<file path="config.mk">
export PLATFORM = sky130hd
export DESIGN_NAME = ram_port_arbiter
export DESIGN_NICKNAME = d
export VERILOG_FILES = /design/src/rtl/ram_port_arbiter_pkg.sv /design/src/rtl/ram_port_arbiter_strobe_check.sv /design/src/rtl/ram_port_arbiter.sv
export SDC_FILE = /design/constraint.sdc
export NUM_CORES = 1
export LEC_CHECK = 0
export ABC_AREA = 1
export BUFFER_PORTS_ARGS = -buffer_cell sky130_fd_sc_hd__buf_2
export CAP_MARGIN = 20
export CORE_AREA = 8 8 114 116
export CTS_CLUSTER_SIZE = 8
export DETAILED_ROUTE_END_ITERATION = 12
export DIE_AREA = 0 0 122 124
export HOLD_SLACK_MARGIN = 0.03
export PLACE_DENSITY = 0.7
export SLEW_MARGIN = 20
export SYNTH_ARGS = -nofsm -noshare
export SYNTH_HDL_FRONTEND = slang
export SYNTH_SLANG_ARGS = --single-unit
</file>
<file path="constraint.sdc">
create_clock -name clk -period 2.5 [get_ports clk]
set_input_delay 0.125 -clock clk [delete_from_list [all_inputs] [get_ports clk]]
set_output_delay 0.125 -clock clk [all_outputs]
set_load 0.005 [all_outputs]
</file>
<file path="src/rtl/ram_port_arbiter_pkg.sv">
// Shared definitions for the two-master RAM port-B arbiter: write-strobe encodings
// and the arbitration state type.
package ram_port_arbiter_pkg;

  localparam logic [3:0] WE_READ = 4'b0000;
  localparam logic [3:0] WE_BYTE = 4'b0001;
  localparam logic [3:0] WE_HALF = 4'b0011;
  localparam logic [3:0] WE_WORD = 4'b1111;

  typedef enum logic [0:0] {
    StPrio0,
    StForce1
  } arb_state_t;

endpackage

</file>
<file path="src/rtl/ram_port_arbiter_strobe_check.sv">
// Combinational legality decode of a byte-enable write strobe.
module ram_port_arbiter_strobe_check
  import ram_port_arbiter_pkg::*;
(
  input  logic [3:0] we_i,
  output logic       legal_o
);

  always_comb begin
    legal_o = 1'b0;
    case (we_i)
      WE_READ, WE_BYTE, WE_HALF, WE_WORD: legal_o = 1'b1;
      default:                            legal_o = 1'b0;
    endcase
  end

endmodule

</file>
<file path="src/rtl/ram_port_arbiter.sv">
// Arbitrates RAM port B between the core LSU (m0, normally preferred) and the
// loader/debug master (m1), which is forced through after STARVE_LIMIT waiting cycles.
module ram_port_arbiter
  import ram_port_arbiter_pkg::*;
#(
  parameter int unsigned STARVE_LIMIT = 4
) (
  input  logic        clk,
  input  logic        rst_i,

  input  logic        m0_req_i,
  input  logic [31:0] m0_addr_i,
  input  logic [3:0]  m0_we_i,
  input  logic [31:0] m0_wdata_i,
  output logic        m0_gnt_o,
  output logic        m0_rvalid_o,
  output logic [31:0] m0_rdata_o,
  output logic        m0_err_o,

  input  logic        m1_req_i,
  input  logic [31:0] m1_addr_i,
  input  logic [3:0]  m1_we_i,
  input  logic [31:0] m1_wdata_i,
  output logic        m1_gnt_o,
  output logic        m1_rvalid_o,
  output logic [31:0] m1_rdata_o,
  output logic        m1_err_o,

  output logic [31:0] addrb_o,
  output logic        enb_o,
  output logic [3:0]  web_o,
  output logic [31:0] dinb_o,
  input  logic [31:0] doutb_i
);

  localparam int unsigned CntW = $clog2(STARVE_LIMIT + 1);
  localparam logic [CntW-1:0] CntMax = CntW'(STARVE_LIMIT);

  arb_state_t      state_q, state_d;
  logic [CntW-1:0] cnt_q, cnt_d;

  logic        gnt0, gnt1;
  logic [3:0]  sel_we;
  logic        legal;

  logic        rvalid0_q, rvalid0_d, rvalid1_q, rvalid1_d;
  logic        err0_q, err0_d, err1_q, err1_d;
  logic [31:0] rdata0_q, rdata0_d, rdata1_q, rdata1_d;

  // Grants are suppressed while reset is high so nothing reaches the RAM.
  always_comb begin
    gnt0 = 1'b0;
    gnt1 = 1'b0;
    if (!rst_i) begin
      unique case (state_q)
        StForce1: begin
          gnt1 = m1_req_i;
          gnt0 = m0_req_i & ~m1_req_i;
        end
        default: begin
          gnt0 = m0_req_i;
          gnt1 = m1_req_i & ~m0_req_i;
        end
      endcase
    end
  end

  // The forced slot lasts a single cycle whether or not m1 still wants it.
  always_comb begin
    cnt_d = '0;
    if (m1_req_i && !gnt1) begin
      cnt_d = (cnt_q == CntMax) ? cnt_q : cnt_q + CntW'(1);
    end
    state_d = StPrio0;
    if (state_q == StPrio0 && cnt_d == CntMax) begin
      state_d = StForce1;
    end
  end

  always_comb begin
    addrb_o = '0;
    dinb_o  = '0;
    enb_o   = 1'b0;
    sel_we  = WE_READ;
    if (gnt0) begin
      addrb_o = m0_addr_i;
      dinb_o  = m0_wdata_i;
      sel_we  = m0_we_i;
      enb_o   = 1'b1;
    end else if (gnt1) begin
      addrb_o = m1_addr_i;
      dinb_o  = m1_wdata_i;
      sel_we  = m1_we_i;
      enb_o   = 1'b1;
    end
  end

  ram_port_arbiter_strobe_check u_strobe_check (
    .we_i    (sel_we),
    .legal_o (legal)
  );

  // Illegal strobes still get a response, but never write.
  assign web_o = legal ? sel_we : WE_READ;

  always_comb begin
    rvalid0_d = gnt0;
    rvalid1_d = gnt1;
    err0_d    = gnt0 & ~legal;
    err1_d    = gnt1 & ~legal;
    rdata0_d  = gnt0 ? doutb_i : rdata0_q;
    rdata1_d  = gnt1 ? doutb_i : rdata1_q;
  end

  always_ff @(posedge clk or posedge rst_i) begin
    if (rst_i) begin
      state_q   <= StPrio0;
      cnt_q     <= '0;
      rvalid0_q <= 1'b0;
      rvalid1_q <= 1'b0;
      err0_q    <= 1'b0;
      err1_q    <= 1'b0;
      rdata0_q  <= '0;
      rdata1_q  <= '0;
    end else begin
      state_q   <= state_d;
      cnt_q     <= cnt_d;
      rvalid0_q <= rvalid0_d;
      rvalid1_q <= rvalid1_d;
      err0_q    <= err0_d;
      err1_q    <= err1_d;
      rdata0_q  <= rdata0_d;
      rdata1_q  <= rdata1_d;
    end
  end

  assign m0_gnt_o    = gnt0;
  assign m1_gnt_o    = gnt1;
  assign m0_rvalid_o = rvalid0_q;
  assign m1_rvalid_o = rvalid1_q;
  assign m0_err_o    = err0_q;
  assign m1_err_o    = err1_q;
  assign m0_rdata_o  = rdata0_q;
  assign m1_rdata_o  = rdata1_q;

endmodule

</file>
==> results of run 1 <==
==> cell families after synthesis <==
| family | synth area share |
|---|---|
| AOI/OAI and AO/OA | 0.253 |
| DFF | 0.517 |
| and+or+nand+nor | 0.120 |
| xor gates and xnor gates | 0.00503 |
| adders and majority gates | 0.00719 |
| buffers and inverters | 0.0977 |
==> per-stage QoR <==
stage          setup WS [ns]  area (sq um)  power [uW]   util  cells
2_1_floorplan          0.634          3480        1760      -    379
3_3_place_gp           0.788          5110        2220  0.458    810
3_5_place_dp           0.732          5110        2240  0.458    810
4_1_cts                0.187          5400        3460  0.483    825
5_1_grt               0.0446          5420        3620  0.485    831
6_report               0.210          5420        3410  0.485    832
==> layout make-up <==
| cell class | count | area share |
|---|---|---|
| diodes | 7 | 0.00323 |
| clock buffers | 10 | 0.0423 |
| clock inverters | 4 | 0.00877 |
| inverters | 46 | 0.0319 |
| multi-input cells | 233 | 0.247 |
| flip-flops and latches | 72 | 0.332 |
| well taps | 143 | 0.0330 |
| repair buffers | 317 | 0.301 |
==> Yosys cell counts <==
cell,instances,area (sq um)
clkbuf_1,7,26.3
buf_4,2,15.0
xor2_1,1,8.76
o21ai_0,64,320
nand3_1,6,30.0
buf_6,5,56.3
inv_2,3,11.3
buf_2,14,70.1
nor3_1,1,5.00
nor2_4,1,11.3
nand2_2,2,12.5
ha_1,2,25.0
nand2_1,80,300
inv_1,43,161
nand4_1,4,25.0
dfrtp_1,72,1800
nand3_2,1,10.0
a22o_1,64,561
nor2_1,6,22.5
xnor2_1,1,8.76
==> timing repair <==
action / in CTS / in global routing
endpoints found under the hold margin: 8 / 0
hold buffers: 1 / 0
gates resized for setup: 0 / 0
buffers inserted: 0 / 0
==> power by group <==
part / internal [uW] / total [uW] / switching (uW)
clock network: 757 / 1200 / 443
logic: 385 / 785 / 401
registers: 1330 / 1430 / 95.7
total: 2480 / 3410 / 939
==> per-layer routing <==
layer | share of wire | routed length, microns | up-vias
li1 | - | - | 1886
met2 | 0.50 | 8580 | 208
met4 | 0.021 | 364 | 2
met3 | 0.10 | 1750 | 23
met5 | 0.00076 | 13 | -
met1 | 0.38 | 6450 | 1827
==> sequential cells by signal (all words and copies together), names as in the netlist <==
name	flops
m1_rdata_o	32
state_q	1
m0_rdata_o	32
m0_rvalid_o	1
cnt_q	3
m0_err_o	1
m1_rvalid_o	1
m1_err_o	1
==> worst min-delay path, cell delays in order <==
cell and delay (ns):
buf_2 0.09, inv_1 0.05, o21ai_0 0.07
==> worst min-delay path by stage <==
stage / endpoint / slack (ns)
3_5_place_dp: m0_rdata_o[29] / 0.12
6_report: m1_rdata_o[26] / 0.07
5_1_grt: m1_rdata_o[26] / 0.07
2_1_floorplan: cnt_q[0] / 0.27
4_1_cts: m1_rdata_o[26] / 0.06
3_3_place_gp: m0_rdata_o[29] / 0.11
==> impl_metrics.json, run 1 <==
{
  "ys_seq_area_frac": 0.517,
  "nNetsFinal": 853,
  "grt_pass1_vias": 4148,
  "drc": 0,
  "dp_hpwl_mm": 14.5,
  "grt_start_max_net_pins": 68,
  "regArea_sq_mm": 0.00180,
  "dr.pass1.iters": 4,
  "max_freq_ghz": 0.437,
  "syn_nets": 553,
  "finalCriticalPeriod_ns": 2.29,
  "cp_num_buf_inv": 6,
  "die_h_microns": 124,
  "path_delay_family": "buffers and inverters",
  "outcome": "finished clean",
  "syn_avg_cell_area_sq_um": 9.19,
  "syn_inst": 379,
  "dieArea_sq_mm": 0.0151,
  "crit_end": "addrb_o[27]",
  "layout-drive-gt1-share": 0.493,
  "grt_pass1_wl_mm": 24.0,
  "cp_cell_sequence": "dlygate4sd3_1 > buf_2 > inv_2 > nand3_2 > inv_2 > buf_12 > a22o_1 > buf_2",
  "setup_violations": 0,
  "drv_cap": 0,
  "cts_buffers": 9,
  "start_util": 0.312,
  "finalWirelength_mm": 17.2,
  "use_met1": 0.240,
  "arrival_ns": 2.16,
  "cp.depth": 8,
  "start_kind": "input pin",
  "core_area_sq_mm": 0.0112,
  "htreeDepth": 3,
  "hold_class": "input pin to flop",
  "final_cell_mix": "buf_2, nand2_1, dfrtp_1",
  "place_congestion": 1.01,
  "p_per_area_mw_per_mm2": 630,
  "peakVddDrop_uv": 477,
  "worst_r2r_path_depth": 7,
  "multiInputGateArea_sq_mm": 0.00134,
  "fin_skew_ns": 0.00541,
  "ys_warn_count": 0,
  "power_leakage_uw": 0.00322,
  "period_share": 0.916,
  "syn_area_sq_mm": 0.00348,
  "io_buffer_count": 310,
  "critPathSlowestCell": "dlygate4sd3_1",
  "finalHoldViolCount": 0,
  "insertion_delay_ns": 0.32,
  "use_met3": 0.0716,
  "synthToLayoutAreaGrowth_pct": 55.6,
  "grt_overflow_total": 0,
  "cts_root_buffer": "clkbuf_16",
  "die_x_microns": 122,
  "slowest_delay_ns": 0.54,
  "reg2reg_to": "state_q",
  "slew_viol_final": 0,
  "regToRegStartpoint": "state_q",
  "r2r_setup_slack_ns": 0.78,
  "crit_start": "rst_i",
  "cp-end-kind": "primary output",
  "tns_ns": 0,
  "worst_pin_slew_ns": 0.604,
  "vias": 3946,
  "rsz0062_at_grt": "no",
  "avgRoutedWirePerCell_microns": 20.6,
  "viasPerCell": 4.74,
  "ant_nets": 0,
  "ys_ff_latch": 72,
  "cts_tree": "yes",
  "cp.required_ns": 2.38,
  "top_usage_layer": "met2",
  "critPathKind": "input pin to primary output",
  "grtUsageTotal": 0.212,
  "fp-row-count": 39,
  "clk_pin_slew_worst_paths_ns": 0.05,
  "drt_iter0_drc": 261,
  "whs_path_depth": 3,
  "ys_types": 20,
  "clock_sinks": 72,
  "antenna_found_initial": 9,
  "fillerInstances": 1116,
  "min-delay-start": "doutb_i[26]",
  "timing.hold.ws_ns": 0.0660,
  "clockBufferDepth": 2,
  "relSlewSlack": 0.597,
  "io_pins": 311,
  "grt_use_met2": 0.359,
  "critPathMaxFanout": 38,
  "final_common_cell": "buf_2"
}
Power figures use the tool's default switching activity.
==> run 2, diff against run 1 <==
Settings changed: MAX_ROUTING_LAYER from default to met4.
==> impl_metrics.json, run 2 (synthesis gave the netlist of run 1 again) <==
{
  "outcome": "finished clean",
  "layout-drive-gt1-share": 0.492,
  "cp-end-kind": "primary output",
  "finalWirelength_mm": 17.0,
  "p_per_area_mw_per_mm2": 619,
  "dr.pass1.iters": 4,
  "drv_cap": 0,
  "slowest_delay_ns": 0.55,
  "power_leakage_uw": 0.00322,
  "fin_skew_ns": 0.00380,
  "clk_pin_slew_worst_paths_ns": 0.05,
  "finalCriticalPeriod_ns": 2.32,
  "cts_tree": "yes",
  "final_common_cell": "buf_2",
  "slew_viol_final": 0,
  "cts_buffers": 9,
  "viasPerCell": 4.78,
  "tns_ns": 0,
  "grt_overflow_total": 0,
  "grt_pass1_wl_mm": 23.5,
  "synthToLayoutAreaGrowth_pct": 55.3,
  "grtUsageTotal": 0.214,
  "rsz0062_at_grt": "no",
  "dp_hpwl_mm": 14.3,
  "nNetsFinal": 853,
  "hold_class": "input pin to flop",
  "die_x_microns": 122,
  "start_kind": "input pin",
  "io_buffer_count": 310,
  "grt_start_max_net_pins": 68,
  "power_uw": 3350,
  "postLayoutCoreUtil": 0.484,
  "reg2reg_to": "state_q",
  "finalHoldViolCount": 0,
  "place_congestion": 1.00,
  "vias": 3978,
  "avgRoutedWirePerCell_microns": 20.4,
  "core_area_sq_mm": 0.0112,
  "hold_path_end": "m0_rdata_o[22]",
  "max_freq_ghz": 0.430,
  "peakVddDrop_uv": 460,
  "grt_pass1_vias": 4144,
  "worst_pin_slew_ns": 0.608,
  "io_pins": 311,
  "critPathKind": "input pin to primary output",
  "cts_resized": 0,
  "antenna_found_initial": 9,
  "relSlewSlack": 0.594,
  "cp_cell_sequence": "dlygate4sd3_1 > buf_2 > inv_2 > nand3_2 > inv_2 > buf_12 > a22o_1 > buf_2",
  "regToRegStartpoint": "state_q",
  "htreeDepth": 3,
  "arrival_ns": 2.20,
  "fillerInstances": 1097,
  "start_util": 0.312,
  "cts_root_buffer": "clkbuf_16",
  "whs_path_depth": 3,
  "clockBufferDepth": 2,
  "insertion_delay_ns": 0.32,
  "dieArea_sq_mm": 0.0151,
  "drc": 0,
  "ant_nets": 0,
  "fp-row-count": 39,
  "r2r_setup_slack_ns": 0.76,
  "critPathSlowestCell": "dlygate4sd3_1",
  "cp.required_ns": 2.38,
  "period_share": 0.930,
  "die_h_microns": 124,
  "timing.hold.ws_ns": 0.0640,
  "final_cell_mix": "buf_2, nand2_1, dfrtp_1",
  "worst_r2r_path_depth": 7,
  "cts_setup_buffers": 0,
  "drt_iter0_drc": 286,
  "clock_sinks": 72,
  "critPathMaxFanout": 36,
  "min-delay-start": "doutb_i[22]",
  "setup_violations": 0
}
==> run 2: cell count changes in the layout (fill, tap and decap cells not counted), sizes merged <==
| cell | before | now |
|---|---|---|
| bufinv | 1 | 0 |
| clkinvlp | 1 | 0 |
| clkbuf | 10 | 12 |
| diode | 7 | 8 |
| clkinv | 2 | 1 |
==> run 2: worst max-delay path, delay by kind of cell <==
family / cells / cell delay, ns
AOI/OAI and AO/OA: 1 / 0.19
buffers and inverters: 6 / 1.74
and+or+nand+nor: 1 / 0.13
==> run 2: metrics by stage <==
step	cell area, sq um	setup WS [ns]	cells
after floorplan	3480	0.634	379
after global placement	5110	0.808	810
after detailed placement	5110	0.759	810
after CTS	5390	0.169	824
after global routing	5400	0.0304	831
final	5410	0.175	832
==> run 2: area by class of cell <==
type                            instances  area (sq um)  share of cell area
Sequential cell                        72          1800               0.333
Clock inverter                          1          5.00            0.000926
Multi-Input combinational cell        233          1340               0.248
Antenna cell                            8          20.0             0.00370
Clock buffer                           12           256              0.0474
Timing Repair Buffer                  317          1630               0.302
Inverter                               46           173              0.0319
Tap cell                              143           179              0.0331
==> run 2: layer usage <==
metal | GRT usage | vias to the layer above | routed length [microns]
met4 | 0.0894 | 0 | 367
li1 | - | 1888 | -
met5 | - | - | 0
met3 | 0.0544 | 24 | 1590
met2 | 0.355 | 222 | 8510
met1 | 0.243 | 1844 | 6490
==> run 2: how the worst max path moves through the flow <==
stage                 start          to  slack, ns  cells past startpoint
detailed placement    rst_i   dinb_o[9]       0.76                      7
CTS                   rst_i   dinb_o[9]       0.17                      8
global placement    state_q  dinb_o[31]       0.81                      7
global route          rst_i  dinb_o[11]       0.03                      8
finish                rst_i  dinb_o[25]       0.18                      8
floorplan             rst_i  addrb_o[0]       0.63                      6
==> run 2: timing repair <==
action / 4_1_cts / 5_1_grt
hold endpoints to repair: 8 / 0
hold buffers: 1 / 0
setup endpoints to repair: 0 / 0
==> run 2: power breakdown <==
| part | switching, uW | internal [uW] | total (uW) |
|---|---|---|---|
| Clock | 426 | 706 | 1130 |
| Combinational | 401 | 384 | 785 |
| Sequential | 94.9 | 1330 | 1430 |
